<file path="config.mk">
export PLATFORM = sky130hd
export DESIGN_NAME = seq_multiplier
export DESIGN_NICKNAME = d
export VERILOG_FILES = /design/src/rtl/alu_pkg.sv /design/src/rtl/mult_datapath.sv /design/src/rtl/seq_multiplier.sv
export SDC_FILE = /design/constraint.sdc
export NUM_CORES = 1
export LEC_CHECK = 0
export CELL_PAD_IN_SITES_DETAIL_PLACEMENT = 1
export CELL_PAD_IN_SITES_GLOBAL_PLACEMENT = 2
export CORE_MARGIN = 2
export CORE_UTILIZATION = 39
export DETAILED_ROUTE_END_ITERATION = 6
export HOLD_SLACK_MARGIN = 0.06
export PLACE_DENSITY_LB_ADDON = 0.1
export SLEW_MARGIN = 20
export SYNTH_ARGS = -nofsm -noshare
export SYNTH_HDL_FRONTEND = slang
export SYNTH_HIERARCHICAL = 1
export SYNTH_SLANG_ARGS = --single-unit
export TNS_END_PERCENT = 5
</file>
<file path="constraint.sdc">
create_clock -name clk -period 7.4 [get_ports clk]
set_clock_uncertainty 0.15 [all_clocks]
set_input_delay 1.11 -clock clk [delete_from_list [all_inputs] [get_ports clk]]
set_output_delay 1.11 -clock clk [all_outputs]
set_load 0.02 [all_outputs]
</file>
<file path="src/rtl/alu_pkg.sv">
// Shared ALU definitions for the iterative multiply/divide units.
// Holds the 6-bit function codes decoded from the ALU Signal input
// and the sequencing state type used by the iterative units.
package alu_pkg;

  localparam logic [5:0] FN_MULT  = 6'b011000;
  localparam logic [5:0] FN_MULTU = 6'b011001;
  localparam logic [5:0] FN_DIVU  = 6'b011011;
  localparam logic [5:0] FN_OUT   = 6'b111111;

  typedef enum logic [1:0] {
    IDLE = 2'd0,
    RUN  = 2'd1,
    DONE = 2'd2
  } state_t;

endpackage

</file>
<file path="src/rtl/mult_datapath.sv">
// Shift-add datapath for seq_multiplier.
// Holds the multiplicand and the 2*WIDTH product/multiplier register,
// performs one conditional add-and-shift per step and, when
// SIGNED_MULT_EN is defined, the operand magnitude conversion and the
// final two's-complement negate.
// Ports:
//   clk, reset   clock, async active-high reset
//   load         capture operands, clear upper product half
//   step         one add-and-shift iteration
//   sgn, fix     (SIGNED_MULT_EN only) signed load / final negate
//   a, b         multiplicand, multiplier
//   prod         current product register contents
module mult_datapath #(
  parameter int unsigned WIDTH = 32
) (
  input  logic               clk,
  input  logic               reset,
  input  logic               load,
  input  logic               step,
`ifdef SIGNED_MULT_EN
  input  logic               sgn,
  input  logic               fix,
`endif
  input  logic [WIDTH-1:0]   a,
  input  logic [WIDTH-1:0]   b,
  output logic [2*WIDTH-1:0] prod
);

  logic [2*WIDTH-1:0] prod_q;
  logic [WIDTH-1:0]   mcand_q;
  logic [WIDTH:0]     sum;
  logic [WIDTH-1:0]   a_mag;
  logic [WIDTH-1:0]   b_mag;

`ifdef SIGNED_MULT_EN
  logic neg_q;

  always_comb begin
    a_mag = (sgn && a[WIDTH-1]) ? -a : a;
    b_mag = (sgn && b[WIDTH-1]) ? -b : b;
  end
`else
  always_comb begin
    a_mag = a;
    b_mag = b;
  end
`endif

  // The carry bit of {carry,upper,lower} is always zero between steps, so it
  // only exists as the top bit of this WIDTH+1 sum before the shift.
  always_comb begin
    sum = {1'b0, prod_q[2*WIDTH-1:WIDTH]};
    if (prod_q[0])
      sum = sum + {1'b0, mcand_q};
  end

  always_ff @(posedge clk or posedge reset) begin
    if (reset) begin
      prod_q  <= '0;
      mcand_q <= '0;
`ifdef SIGNED_MULT_EN
      neg_q   <= 1'b0;
`endif
    end else if (load) begin
      mcand_q <= a_mag;
      prod_q  <= {{WIDTH{1'b0}}, b_mag};
`ifdef SIGNED_MULT_EN
      neg_q   <= sgn & (a[WIDTH-1] ^ b[WIDTH-1]);
`endif
    end else if (step) begin
      prod_q  <= {sum, prod_q[WIDTH-1:1]};
`ifdef SIGNED_MULT_EN
    end else if (fix) begin
      if (neg_q)
        prod_q <= -prod_q;
`endif
    end
  end

  assign prod = prod_q;

endmodule

</file>
<file path="src/rtl/seq_multiplier.sv">
// Iterative shift-add multiplier driven by the ALU function code.
// MULTU (edge-detected) starts a WIDTH-cycle multiply; OUT copies the
// finished product to dataOut when not running.
// Optional feature macro: SIGNED_MULT_EN adds MULT (signed) with one
// extra fix-up cycle.
// Ports:
//   clk      system clock, rising edge
//   reset    asynchronous active-high reset
//   dataA    multiplicand
//   dataB    multiplier
//   Signal   6-bit function code
//   dataOut  product {HI,LO}, updated by OUT only
//   busy     high while iterating
//   done     high from completion until next start or reset
module seq_multiplier
  import alu_pkg::*;
#(
  parameter int unsigned WIDTH = 32,
  parameter int unsigned CNT_W = 6
) (
  input  logic               clk,
  input  logic               reset,
  input  logic [WIDTH-1:0]   dataA,
  input  logic [WIDTH-1:0]   dataB,
  input  logic [5:0]         Signal,
  output logic [2*WIDTH-1:0] dataOut,
  output logic               busy,
  output logic               done
);

  localparam logic [CNT_W-1:0] LAST = CNT_W'(WIDTH - 1);

  state_t             state, state_n;
  logic [CNT_W-1:0]   cnt;
  logic [5:0]         sig_q;
  logic               start;
  logic               load;
  logic               step;
  logic [2*WIDTH-1:0] prod;

`ifdef SIGNED_MULT_EN
  localparam logic [CNT_W-1:0] FIXC = CNT_W'(WIDTH);
  logic start_s;
  logic signed_q;
  logic fix;

  assign start_s = (Signal == FN_MULT) && (sig_q != FN_MULT);
  assign start   = ((Signal == FN_MULTU) && (sig_q != FN_MULTU)) || start_s;
`else
  assign start   = (Signal == FN_MULTU) && (sig_q != FN_MULTU);
`endif

  always_comb begin
    state_n = state;
    load    = 1'b0;
    step    = 1'b0;
`ifdef SIGNED_MULT_EN
    fix     = 1'b0;
`endif
    unique case (state)
      IDLE, DONE: begin
        if (start) begin
          state_n = RUN;
          load    = 1'b1;
        end
      end
      RUN: begin
`ifdef SIGNED_MULT_EN
        // Signed ops run one extra cycle (cnt==WIDTH) for the negate.
        if (signed_q && cnt == FIXC) begin
          fix     = 1'b1;
          state_n = DONE;
        end else begin
          step = 1'b1;
          if (!signed_q && cnt == LAST)
            state_n = DONE;
        end
`else
        step = 1'b1;
        if (cnt == LAST)
          state_n = DONE;
`endif
      end
      default: state_n = IDLE;
    endcase
  end

  always_ff @(posedge clk or posedge reset) begin
    if (reset) begin
      state   <= IDLE;
      cnt     <= '0;
      sig_q   <= '0;
      dataOut <= '0;
`ifdef SIGNED_MULT_EN
      signed_q <= 1'b0;
`endif
    end else begin
      state <= state_n;
      sig_q <= Signal;
      if (load)
        cnt <= '0;
      else if (step)
        cnt <= cnt + 1'b1;
`ifdef SIGNED_MULT_EN
      if (load)
        signed_q <= start_s;
`endif
      if (Signal == FN_OUT && state != RUN)
        dataOut <= prod;
    end
  end

  assign busy = (state == RUN);
  assign done = (state == DONE);

  mult_datapath #(
    .WIDTH(WIDTH)
  ) u_dp (
    .clk   (clk),
    .reset (reset),
    .load  (load),
    .step  (step),
`ifdef SIGNED_MULT_EN
    .sgn   (start_s),
    .fix   (fix),
`endif
    .a     (dataA),
    .b     (dataB),
    .prod  (prod)
  );

endmodule

</file>
==> results.yml <==
global_routing:
  grt.total_usage_pct: 20.1
  grt_pass1_wl_um: 39200
  grt_pass1_vias: 7408
  grt_max_degree: 81
  grt_overflow_total: 0
  grt_antenna_before_repair: 0
detailed_routing:
  drc_errors: 0
  ant_nets: 0
  dr.pass1.iters: 4
  wl_per_cell_um: 19.4
  post_drt_via_cell_ratio: 5.46
  num_vias: 6688
  first_iter_violations: 253
  wl_um: 23800
timing:
  max_freq_mhz: 256
  maxSlewViolCount: 0
  rsz0062_at_grt: "false"
  hold_violations: 0
  slew_headroom_pct: 38.6
  period_needed_ps: 3910
  setup_viol: 0
  worst_slew_pin_slew_ps: 920
  setup-tns-final_ps: 0
  fin_crit_sh_pct: 52.9
placed_design:
  portBuffers: 137
  place_congestion: 0.842
  dpl_cell_area_um2: 10600
  dp_hpwl_um: 16500
  placed_cells: 1193
final_layout:
  fillCellCount: 2396
  antenna_cells: 0
  final_area_um2: 11200
  area_growth_pct: 23.7
  final_util_pct: 49.4
  fin_nets: 1033
  drive_gt1_share_pct: 16.0
  fin_cells: 1225
setup_path:
  setup.worst_path.start: "Signal[2]"
  r2r_start: "u_dp/prod[32]"
  cp-start-kind: "input pin"
  cp.arrival_ps: 4070
  r2r_setup_slack_ps: 4200
  worst-setup-path-type: "input pin to flip-flop"
  reg2reg_to: "u_dp/prod[55]"
  crit_fanout: 50
  worstSetupEndpointType: "flip-flop"
  r2r_cells: 9
  required_ps: 7560
  endpoint: "u_dp/prod[23]"
die:
  fp.dieW_um: 157
  fp.dieH_um: 157
  coreArea_um2: 22700
  die_area_um2: 24500
  rows: 55
  boundaryPins: 138
  initial_core_util_pct: 39.9
clocking:
  clk_pin_slew_worst_paths_ps: 70
  hold_buffers: 0
  clk_latency_ps: 440
  htree_levels: 4
  numCtsBuffers: 17
  cts_tree: "built"
  post_cts_buffers: 0
  cts_resized: 0
  numClockSinks: 174
  clockBufferDepth: 2
  clockRootBuffer: "clkbuf_16"
pwr:
  swShare_pct: 40.9
  p_leak_nw: 4.70
  internal-power_mw: 2.77
  power.density_nw_per_um2: 418
  vdd_drop_max_uv: 182
  clock_power_share_pct: 18.9
  pwr-share-seq_pct: 34.3
  p_sw_mw: 1.92
  combinationalPowerShare_pct: 46.7
yosys:
  synth-main-ff-cell: "dfrtp_1"
  postSynth.asyncResetShare_pct: 100
  synth_edf_count: 0
  synth_warnings: 6
  syn-num-nets: 915
  postSynthAreaPerCell_um2: 11.2
  seq_area_frac_synth_pct: 48.0
  ys_types: 68
  syn_inst: 809
  synth_top_area_share_pct: 48.0
  ys_ff_latch: 174
  synthesis.area_um2: 9070
  synthTopCellsByArea: "dfrtp_1 (48%), mux2_2 (12%), mux2i_1 (6.6%)"
  synth_top_area_cell: "dfrtp_1"
hold_path:
  hold_class: "flip-flop to flip-flop"
run:
  cap_violations: 0
run_status:
  status: "finished, final reports clean"
[cells in the final DEF (no fill, tap or decap), types with 4 or more instances in the layout]
cell type	instances
inv_8	6
nand4_1	10
nand2_1	60
xnor2_1	10
clkbuf_16	17
mux2_2	93
a211oi_1	16
xor2_1	16
o22ai_1	11
ha_1	33
buf_4	7
clkdlybuf4s50_1	137
a21oi_1	34
dfrtp_1	174
nand3_1	13
o21bai_1	6
a21o_1	13
inv_1	11
and4_1	4
a211o_1	4
mux2_1	4
o2111ai_1	4
mux2i_1	60
nor2_1	36
nor2b_1	15
o21ai_0	59
nand2b_1	11
[metal layers]
metal	track usage, %	routed length [um]
met1	25.4	10600
met2	35.8	12100
met3	3.79	886
met4	4.67	219
met5	0	0
[final cells by class]
type                       count  area [um2]  area share (%)
clock buffer                  17         425            3.79
clock inverter                15         148            1.32
inverter                      14        58.8           0.524
multi-input combinational    575        4440            39.6
sequential                   174        4350            38.8
tap                          285         357            3.18
timing repair buffer         145        1440            12.8
[synth_stat cells, drive strengths merged (11+ instances only)]
master and n:
inv 14, nor2 38, mux2i 60, dfrtp 174, a21o 13, o22ai 11, a211oi 17, nand3 13
a21oi 35, buf 20, ha 33, o21ai 62, nand2b 11, mux2 97, nor2b 15, nand2 60
clkbuf 26, xor2 16
[how the worst min path moves through the flow]
stage / start / end / slack, ps / cells after the start
6_report: dataOut[24] / dataOut[24] / 340 / 1
5_1_grt: dataOut[24] / dataOut[24] / 360 / 1
4_1_cts: dataOut[24] / dataOut[24] / 340 / 1
3_5_place_dp: dataOut[24] / dataOut[24] / 330 / 1
3_3_place_gp: dataOut[24] / dataOut[24] / 320 / 1
2_1_floorplan: cnt[4] / cnt[4] / 300 / 1
[critical path: stages]
cell and delay, ps:
clkdlybuf4s50_1 450, nand4b_1 220, or4_1 490, nor2_4 730
buf_4 570, buf_4 350, o21ai_0 140
[logic make-up (layout without fill, tap and decap cells)]
family,after synthesis,in the layout,share of synthesized area [%]
AO/OA/AOI/OAI,184,184,13.3
XOR/XNOR,26,26,2.51
adder cells (fa/ha/maj),34,34,4.77
buffers and inverters,60,191,3.12
flip-flops,174,174,48.0
multiplexers,157,157,18.7
AND/OR/NAND/NOR,174,174,9.67
[power groups by stage]
stage	clock (mW)	combinational, mW	sequential, mW
3_5_place_dp	0	2.19	1.64
4_1_cts	0.914	2.21	1.62
6_report	0.889	2.19	1.61
5_1_grt	0.947	2.41	1.67
2_1_floorplan	0	1.35	1.70
3_3_place_gp	0	2.13	1.62
[state kept, by name, summed over array words and instances, names as in the netlist]
register / flops
u_dp/mcand_q: 32
state: 2
u_dp/prod: 64
dataOut: 64
sig_q: 6
cnt: 6
[through the flow]
stage / hold slack (ps) / setup slack [ps] / power [mW]
2_1_floorplan: 301 / 3630 / 3.06
3_3_place_gp: 318 / 3100 / 3.75
5_1_grt: 355 / 3220 / 5.03
4_1_cts: 344 / 3450 / 4.75
6_report: 338 / 3490 / 4.69
3_5_place_dp: 328 / 3000 / 3.82
(Power assumes the default switching activity.)
